$ cat src/rtl/instr_fetch_unit.sv
// Instruction fetch unit: PC, single-outstanding imem handshake, one-entry hold buffer, redirect.
// Optional IFU_PERF_CNT_EN adds a consumed-word counter on port fetch_count.
module instr_fetch_unit #(
  parameter logic [31:0] RESET_PC = 32'h0000_0000,
  parameter logic [31:0] NOP_WORD = 32'h0000_0013
) (
  input  logic        clk,
  input  logic        rst_n,
  output logic        imem_req,
  output logic [31:0] imem_addr,
  input  logic        imem_ack,
  input  logic [31:0] imem_rdata,
  input  logic        stall,
  input  logic        redirect_valid,
  input  logic [31:0] redirect_pc,
  output logic        instr_valid,
  output logic [31:0] instr_word,
  output logic [31:0] instr_pc
`ifdef IFU_PERF_CNT_EN
  ,
  output logic [31:0] fetch_count
`endif
);

  typedef enum logic [1:0] {IDLE, FETCH, HOLD, DRAIN} state_t;

  state_t      state;
  logic [31:0] pc;
  logic [31:0] hold_word;
  logic [31:0] hold_pc;
  logic [31:0] redir_tgt;
  logic        out_free;
  logic        consume;

  assign redir_tgt = redirect_pc & ~32'h3;
  assign out_free  = ~instr_valid | ~stall;
  assign consume   = instr_valid & ~stall;

  always_ff @(posedge clk or negedge rst_n) begin
    if (!rst_n) begin
      state       <= IDLE;
      pc          <= RESET_PC;
      imem_req    <= 1'b0;
      imem_addr   <= RESET_PC;
      instr_valid <= 1'b0;
      instr_word  <= NOP_WORD;
      instr_pc    <= RESET_PC;
      hold_word   <= NOP_WORD;
      hold_pc     <= RESET_PC;
    end else begin
      // Loads below override this clear when a new word arrives in the same cycle.
      if (consume) begin
        instr_valid <= 1'b0;
        instr_word  <= NOP_WORD;
      end
      if (redirect_valid) begin
        pc          <= redir_tgt;
        instr_valid <= 1'b0;
        instr_word  <= NOP_WORD;
        // An unanswered request must stay up at its old address until acked.
        if (imem_req && !imem_ack) begin
          state <= DRAIN;
        end else begin
          state     <= FETCH;
          imem_req  <= 1'b1;
          imem_addr <= redir_tgt;
        end
      end else begin
        case (state)
          IDLE: begin
            state     <= FETCH;
            imem_req  <= 1'b1;
            imem_addr <= pc;
          end
          FETCH: begin
            if (!imem_req) begin
              imem_req  <= 1'b1;
              imem_addr <= pc;
            end else if (imem_ack) begin
              pc       <= pc + 32'd4;
              imem_req <= 1'b0;
              if (out_free) begin
                instr_valid <= 1'b1;
                instr_word  <= imem_rdata;
                instr_pc    <= pc;
              end else begin
                hold_word <= imem_rdata;
                hold_pc   <= pc;
                state     <= HOLD;
              end
            end
          end
          HOLD: begin
            if (out_free) begin
              instr_valid <= 1'b1;
              instr_word  <= hold_word;
              instr_pc    <= hold_pc;
              state       <= FETCH;
              imem_req    <= 1'b1;
              imem_addr   <= pc;
            end
          end
          DRAIN: begin
            // Stale data is dropped; pc already holds the redirect target.
            if (imem_ack) begin
              state     <= FETCH;
              imem_req  <= 1'b1;
              imem_addr <= pc;
            end
          end
          default: state <= IDLE;
        endcase
      end
    end
  end

`ifdef IFU_PERF_CNT_EN
  always_ff @(posedge clk or negedge rst_n) begin
    if (!rst_n) fetch_count <= 32'd0;
    else if (consume) fetch_count <= fetch_count + 32'd1;
  end
`endif

endmodule

$ cat config.mk
export PLATFORM = sky130hd
export DESIGN_NAME = instr_fetch_unit
export DESIGN_NICKNAME = d
export VERILOG_FILES = /design/src/rtl/instr_fetch_unit.sv
export SDC_FILE = /design/constraint.sdc
export NUM_CORES = 1
export LEC_CHECK = 0
export BUFFER_PORTS_ARGS = -buffer_cell sky130_fd_sc_hd__buf_2
export CAP_MARGIN = 20
export CORE_MARGIN = 2
export CORE_UTILIZATION = 50
export DETAILED_ROUTE_END_ITERATION = 7
export GPL_ROUTABILITY_DRIVEN = 0
export PLACE_DENSITY = 0.76
export RECOVER_POWER = 100
export SLEW_MARGIN = 20
export SYNTH_ARGS = -nofsm -noshare
export SYNTH_HDL_FRONTEND = slang
export SYNTH_SLANG_ARGS = --single-unit
$ cat constraint.sdc
create_clock -name clk -period 3.5 [get_ports clk]
set_input_delay 0.7 -clock clk [delete_from_list [all_inputs] [get_ports clk]]
set_output_delay 0.7 -clock clk [all_outputs]
set_load 0.05 [all_outputs]
Word-level counts from Yosys, hierarchy flattened
Index checks and enable logic that the tools add are counted.

Register bits: 196. Input port bits: 69.

$add $sub $neg: 1. Equality and inequality tests: 14. Multiplexer cells: 42. Bitwise logic cells: 6. Reductions and logical operators: 13.

Operators by type and width (number): two-way mux 32 bit (18); case mux 32 bit (2 select lines) (2); case mux 32 bit (4 select lines) (1); adder 32 x 3 -> 32 bit, second input constant (1); inequality test 3 bit, second input constant (6); two-way mux 2 bit (7); two-way mux 1 bit (11); inequality test 2 bit, second input constant (5); AND reduction 5 bit (2); case mux 2 bit (4 select lines) (1); nonzero test 2 bit (4); AND reduction 3 bit (2); AND reduction 6 bit (1); equality test 2 bit, second input constant (2); inverter 1 bit (4); case mux 1 bit (4 select lines) (1); AND reduction 4 bit (1); equality test 2 x 1 -> 1 bit, second input constant (1); zero test 2 bit (1); case mux 1 bit (2 select lines) (1); AND 1 bit (1); logical AND 1 bit (1); zero test 1 bit (1); OR 1 bit (1).

Logic depth before layout (Yosys ltp)
Gate-level depths: netlist (run 1).

Word-level depth: 8. Gate-level depth with buffers: 9. Gate-level depth less buffers: 6.

Worst setup path after synthesis (run 1)
No wires, ideal clock.

Path type: flip-flop to flip-flop. Start point: reg imem_req. End point: reg pc[17]. Setup time: 69 ps. Arrival: 2230 ps. Required time: 3431 ps. Slack: 1201 ps. Cell stages (with the launch flop): 7. Path buffers: 2. Period minus slack after synthesis: 2299 ps. Cell sequence: dfrtp_1 -> buf_2 -> nand4_1 -> or4_1 -> clkbuf_1 -> or4_1 -> nand3_1.

Cells in the longest elaborated chain, start to end: 2.

RTL lines: from (decl) (RTL line 9) `output logic imem_req,`; from (signal assigned) (RTL line 43) `imem_req <= 1'b0;`; from (signal assigned) (RTL line 65) `imem_req <= 1'b1;`; from (signal assigned) (RTL line 72) `imem_req <= 1'b1;`; nonzero test 2 bit (no line); AND reduction 3 bit (no line); to (signal assigned) (RTL line 57) `pc <= redir_tgt;`; to (signal assigned) (RTL line 80) `pc <= pc + 32'd4;`; to (decl) (RTL line 28) `logic [31:0] pc;`.

Every way passes these cells. A chain may end at the register's enable or synchronous reset.

Final worst setup path (run 1)
Start point: in redirect_valid. End point: reg hold_pc[30].

Cells in the longest elaborated chain, start to end: 2.

RTL lines: from (decl) (RTL line 14) `input logic redirect_valid,`; inverter 1 bit (no line); AND reduction 5 bit (no line); to (signal assigned) (RTL line 88) `hold_pc <= pc;`; to (decl) (RTL line 30) `logic [31:0] hold_pc;`.

Every way passes these cells.

==> impl_metrics.toml, run 1 <==
[outcome]
status = "finished with violations"
violations = "max-capacitance violations, max-slew violations"

[floorplanning]
cell_rows = 48
die_h_um = 136
fp.coreArea_um2 = 17200
dieWidth_um = 136
die-area_um2 = 18600
top_level_ports = 167
initial_util = 0.509

[sta]
timing.final.max_slew_violations = 88
final-setup-viol-count = 0
rsz0062_at_grt = "false"
final_hold_viols = 0
fin_setup_tns_ns = 0
worstMarginPinSlew_ns = 2.24
relSlewSlack = -0.491
fmax_ghz = 0.356
fin_skew_ns = 0.00940
final.min_clock_period_ns = 2.81
fin_crit_sh = 0.802

[final_layout]
multi_input_comb_area_um2 = 3640
antenna_cells_inserted = 0
final_core_utilization = 0.588
layout.filler_cells = 1560
final_layout_size_suffix_gt1_frac = 0.165
syn_to_final_growth_pct = 15.5
seq_cell_area_um2 = 4740
fin_nets = 1068

[drt]
final_antenna_net_count = 0
dr_wl_met2_um = 9930
drtIter0Drc = 458
dr.pass1.iters = 6
detail_route.wl_per_cell_um = 17.6
m1WireLength_um = 9850
routed-via-count = 7073
detailroute.wirelength.met3_um = 1360
route.final.wire_length_um = 21700
top_signal_layer_used = "met4"
route.detailed.drc = 0
post_drt_via_cell_ratio = 5.74

[yosys]
syn_avg_cell_area_um2 = 10.1
netlist_top_cells_area = "dfrtp_1 (52%), nand2_1 (7.3%), o21ai_0 (6.0%), mux2_2 (5.4%), mux2i_1 (3.8%)"
synth.yosys.warnings = 0
most_common_library_cells_after_synthesis = "dfrtp_1 (183), nand2_1 (170), o21ai_0 (105), clkbuf_1 (53), mux2_2 (42)"
sequential_to_total_area_share_from_yosys_stat = 0.542
postSynthCellCount = 868
mappedNetlistArea_um2 = 8740
async_flop_share = 1.00
synth_edf_count = 0
synthDominantCellAreaShare = 0.524
netlist.top_cell.by_area = "dfrtp_1"
synthFlopType = "dfrtp_1"
synth.distinct_cells = 55
ys_ff_latch = 189
most_frequently_used_cell_type_in_the_post_synthesis_netlist = "dfrtp_1"

[pwr]
ir_drop_uv = 472
static_leakage_nw = 4.42
p_per_area_nw_per_um2 = 710

[setup_path]
path_max_fanout = 75
worst_setup_path_end_kind = "flip-flop"
timing.critical_path.from_type = "primary input"
worst_ep_arrival_time_ns = 3.06
worst_ep_required_time_ns = 3.75
setup.worst_path.class = "primary input to flip-flop"

[cts]
cts.root.buffer_cell = "clkbuf_16"
tritoncts_num_sinks = 189
holdBufCountCts = 0
cts.reportedPaths.clkPinSlew_ns = 0.07
setup_fix_buffers_added_after_clock_tree_synthesis = 0
insertion_delay_ns = 0.44
cts.htree.levels = 4
cts_inserted_buffers = 17
cts_tree = "yes"
largest_buffer_count_on_any_clock_path = 2
postCtsResizedCells = 0

[min_path]
hold_path_class = "flip-flop to flip-flop"

[grt]
via_count_of_the_first_global_routing_pass = 6868
first_pass_grt_wire_length_um = 35400
grt_max_degree = 89
grt_util_all_layers = 0.245
grt_antenna_before_repair = 0
overflow = 0

[placement]
io_buffers = 162
dp_hpwl_um = 14400

[flow_run]
timing.max_cap.violations = 1
[layout by cell type (no fill, tap or decap), drive strengths merged, types with 3 or more instances in the layout]
| cell type | count |
|---|---|
| o211ai | 6 |
| and4 | 3 |
| inv | 28 |
| a32o | 9 |
| dfstp | 6 |
| or4 | 9 |
| a31oi | 5 |
| nand2 | 170 |
| mux2i | 33 |
| xnor2 | 4 |
| ha | 5 |
| mux2 | 42 |
| nor2b | 3 |
| clkinv | 8 |
| dfrtp | 183 |
| o21ai | 105 |
| o31ai | 3 |
| nor4 | 11 |
| o2bb2ai | 29 |
| nand3 | 19 |
| nand4 | 15 |
| o311ai | 4 |
| nor3 | 7 |
| or3 | 4 |
| buf | 74 |
| nor2 | 22 |
| nand2b | 5 |
| clkbuf | 122 |
| a22oi | 32 |
| a21oi | 7 |
| o31a | 3 |
| and2 | 4 |
[cells by family (layout without fill, tap and decap cells)]
| family | Yosys count | count (layout) | synth area share |
|---|---|---|---|
| and+or+nand+nor | 278 | 278 | 0.145 |
| AOI/OAI and AO/OA | 219 | 219 | 0.165 |
| DFF | 189 | 189 | 0.542 |
| buffers and inverters | 96 | 234 | 0.0438 |
| muxes | 75 | 75 | 0.0919 |
| adders and majority gates | 5 | 5 | 0.00716 |
| xor gates and xnor gates | 5 | 5 | 0.00501 |
| other | 1 | 2 | 0.000429 |
[through the flow]
stage          worst slack, ns  power (mW)  cells  cell area (um^2)  hold WS [ns]
5_1_grt                  0.378        7.55   1232             10100         0.474
6_report                 0.692        7.16   1232             10100         0.466
2_1_floorplan             1.20        4.81    869              8750         0.404
4_1_cts                  0.859        7.31   1232             10200         0.332
3_3_place_gp             0.791        5.43   1200              9710         0.446
3_5_place_dp             0.724        5.49   1200              9710         0.452
[cell type report]
type,count,area share
well taps,225,0.0279
clock inverters,15,0.0115
clock buffers,17,0.0421
multi-input cells,584,0.361
flip-flops and latches,189,0.469
repair buffers,179,0.0801
inverters,23,0.00855
[path summary, 6_finish.rpt]
path	to	cells after the start	slack [ns]	startpoint
hold / removal	hold_word[1]$_DFFE_PN1P_	2	0.47	hold_word[1]$_DFFE_PN1P_
min in group asynchronous	hold_word[23]$_DFFE_PN0P_	1	0.91	rst_n
hold reg to reg	hold_word[1]$_DFFE_PN1P_	2	0.47	hold_word[1]$_DFFE_PN1P_
setup reg to reg	instr_pc[30]$_DFFE_PN0P_	6	0.72	state[1]$_DFFE_PN0P_
setup / recovery	hold_pc[30]$_DFFE_PN0P_	6	0.69	redirect_valid
max in group asynchronous	hold_pc[25]$_DFFE_PN0P_	2	0.87	rst_n
[routing by layer]
metal | vias up | GRT usage
met5 | - | 0
met3 | 37 | 0.0488
li1 | 3341 | -
met1 | 3430 | 0.343
met2 | 265 | 0.372
met4 | 0 | 0.109
[worst max-delay path, cell delays in order]
cell	delay, ns
clkbuf_1	0.12
buf_4	0.58
nor2b_1	0.16
nand4_1	0.15
clkbuf_1	1.06
o21ai_0	0.22
[state kept, by name, indices dropped and copies added, names as in the netlist]
name,cells
imem_addr,31
instr_word,32
instr_pc,30
instr_valid,1
hold_pc,30
state,2
pc,30
hold_word,32
imem_req,1
[where the power goes]
part	internal (mW)	switching, mW	leakage (nW)	total, mW
Sequential	2.76	0.351	2.38	3.11
Combinational	0.536	1.72	1.77	2.26
Clock	0.921	0.876	0.266	1.80
Total	4.22	2.95	4.42	7.16
Power figures use the tool's default switching activity.
==> run 2: changes to the inputs <==
- ABC_AREA: not set -> 1
- clock period: 3.5 -> 2.9 ns (I/O delays scaled with it)
==> run 2 against run 1 <==
The flow still finishes with violations (max-capacitance violations, max-slew violations). Via count rose by 15%. Synthesized cell count is 29% higher. First-iteration DRC count is 37% higher. Die area up 5.0%. Critical path depth grew 2. Clock power increased by 29%. Critical endpoint is now pc[14]$_DFFE_PN0P_. Highest routed layer unchanged.
==> impl_metrics.toml, run 2 <==
[setup_path]
path_max_fanout = 27
worst_ep_arrival_time_ns = 2.76
worst_setup_path_end_kind = "flip-flop"
ff2ff_path_depth = 11
path_buf_inv = 4
worst_ep_required_time_ns = 3.23
setup.worst_path.class = "primary input to flip-flop"
worst-path-stages = 8
kind_of_cell_adding_the_most_delay_to_the_critical_path = "buffers and inverters"
cpMaxStageDelayCell = "clkbuf_1"
cell_mode_on_critical_path = "o21ai_0"
worst_path_largest_cell_delay_ns = 0.86
timing.critical_path.from_type = "primary input"
worstPathCellList = "buf_2 -> buf_4 -> clkbuf_1 -> o21ai_0 -> a21oi_1 -> o21ai_1 -> o21ai_0 -> inv_1"

[drt]
post_drt_via_cell_ratio = 5.44
dr.pass1.iters = 5
route.detailed.drc = 0
detail_route.wl_per_cell_um = 15.8
drtIter0Drc = 629
final_antenna_net_count = 0
routed-via-count = 8131
route.final.wire_length_um = 23700

[min_path]
whs_path_depth = 3
hold_path_class = "primary input to flip-flop"

[yosys]
postSynthCellCount = 1118
async_flop_share = 1.00
sequential_to_total_area_share_from_yosys_stat = 0.515
ys_ff_latch = 189
synthFlopType = "dfrtp_1"
most_frequently_used_cell_type_in_the_post_synthesis_netlist = "nand2_1"
netlist_top_cells_area = "dfrtp_1 (50%), nand2_1 (15%), o21ai_0 (4.3%), nor2_1 (3.9%), nand3_1 (3.5%)"
synth_edf_count = 0
synth.yosys.warnings = 0
synth.distinct_cells = 41
mappedNetlistArea_um2 = 9200
synthDominantCellAreaShare = 0.498
most_common_library_cells_after_synthesis = "nand2_1 (366), dfrtp_1 (183), nor2_1 (96), o21ai_0 (79), inv_1 (76)"
netlist.top_cell.by_area = "dfrtp_1"
syn_avg_cell_area_um2 = 8.23

[sta]
rsz0062_at_grt = "false"
relSlewSlack = -0.283
timing.final.max_slew_violations = 73
setup_slack_ns = 0.464
fmax_ghz = 0.410
fin_setup_tns_ns = 0
fin_skew_ns = 0.0100
final_hold_viols = 0
final-setup-viol-count = 0
fin_crit_sh = 0.840
worstMarginPinSlew_ns = 1.92
final.min_clock_period_ns = 2.44

[floorplanning]
top_level_ports = 167
cell_rows = 49
fp.coreArea_um2 = 18000
die-area_um2 = 19500
die_h_um = 140
initial_util = 0.510
dieWidth_um = 140

[final_layout]
syn_to_final_growth_pct = 13.9
fin_nets = 1328
antenna_cells_inserted = 0
final_core_utilization = 0.581
reg.largest.list = "hold_word (32), instr_word (32), imem_addr (31)"
final_cell_mix = "nand2_1 (367), dfrtp_1 (183), o21ai_0 (127)"
mostFrequentLayoutCell = "nand2_1"
final_layout_size_suffix_gt1_frac = 0.125
fin_area_um2 = 10500

[grt]
grt_antenna_before_repair = 0
via_count_of_the_first_global_routing_pass = 7710
first_pass_grt_wire_length_um = 39000
grt_util_all_layers = 0.248
overflow = 0
grt_max_degree = 75

[placement]
pre_cts_slack_ns = 0.583
dp_hpwl_um = 15800
detailed_place.area_um2 = 10100
io_buffers = 162

[pwr]
power_mw = 11.8
ir_drop_uv = 631
static_leakage_nw = 5.13
p_per_area_nw_per_um2 = 1130

[cts]
tritoncts_num_sinks = 189
postCtsResizedCells = 0
cts.reportedPaths.clkPinSlew_ns = 0.08
insertion_delay_ns = 0.44
setup_fix_buffers_added_after_clock_tree_synthesis = 0
cts_inserted_buffers = 17
cts.root.buffer_cell = "clkbuf_16"
cts.htree.levels = 4
cts_tree = "yes"
largest_buffer_count_on_any_clock_path = 2
holdBufCountCts = 0

[outcome]
status = "finished with violations"
violations = "max-capacitance violations, max-slew violations"

[flow_run]
timing.max_cap.violations = 1
[run 2: path summary, 6_finish.rpt]
path	to	start	slack, ns
max in group asynchronous	instr_pc[16]$_DFFE_PN0P_	rst_n	0.85
worst max register to register	pc[14]$_DFFE_PN0P_	state[1]$_DFFE_PN0P_	0.47
worst min register to register	imem_addr[12]$_DFFE_PN0P_	imem_addr[12]$_DFFE_PN0P_	0.47
worst max-delay path	pc[14]$_DFFE_PN0P_	redirect_valid	0.46
worst min-delay path	hold_word[8]$_DFFE_PN0P_	imem_rdata[8]	0.35
min in group asynchronous	imem_addr[8]$_DFFE_PN0P_	rst_n	0.67
[run 2: cell families after synthesis]
kind of cell | count (synthesis) | synth area share
buf+inv | 146 | 0.0726
simple gates | 568 | 0.262
flops | 189 | 0.515
other cells | 1 | 0.000408
fa+ha+maj | 5 | 0.00680
compound gates | 209 | 0.143
[run 2: area by class of cell]
cell class | count | area, um^2
clock buffer | 17 | 425
clock inverter | 15 | 150
fill | 1693 | 7550
inverter | 85 | 329
multi-input combinational | 784 | 3730
sequential | 189 | 4740
tap | 229 | 287
timing repair buffer | 177 | 812
[run 2: tightest hold or removal path, delay by kind of cell]
kind                   cells  cell delay [ns]
buffers and inverters      1             0.09
and+or+nand+nor            2             0.09
[run 2: metal layers]
layer / vias to the layer above / wire (um) / track usage
met5: - / 0 / 0
met4: 0 / 519 / 0.0895
met3: 33 / 1370 / 0.0399
met2: 259 / 11400 / 0.398
met1: 3919 / 10400 / 0.343
li1: 3920 / - / -
[run 2: through the flow]
step,std cells,hold slack [ns]
after global routing,1496,0.359
after floorplan,1119,0.284
after detailed placement,1464,0.453
after global placement,1464,0.451
after CTS,1496,0.182
final,1496,0.352
[run 2: report_power, final]
part	switching [mW]	internal, mW	total [mW]
clock network	1.11	1.22	2.33
registers	0.678	3.63	4.31
logic	4.06	1.14	5.20
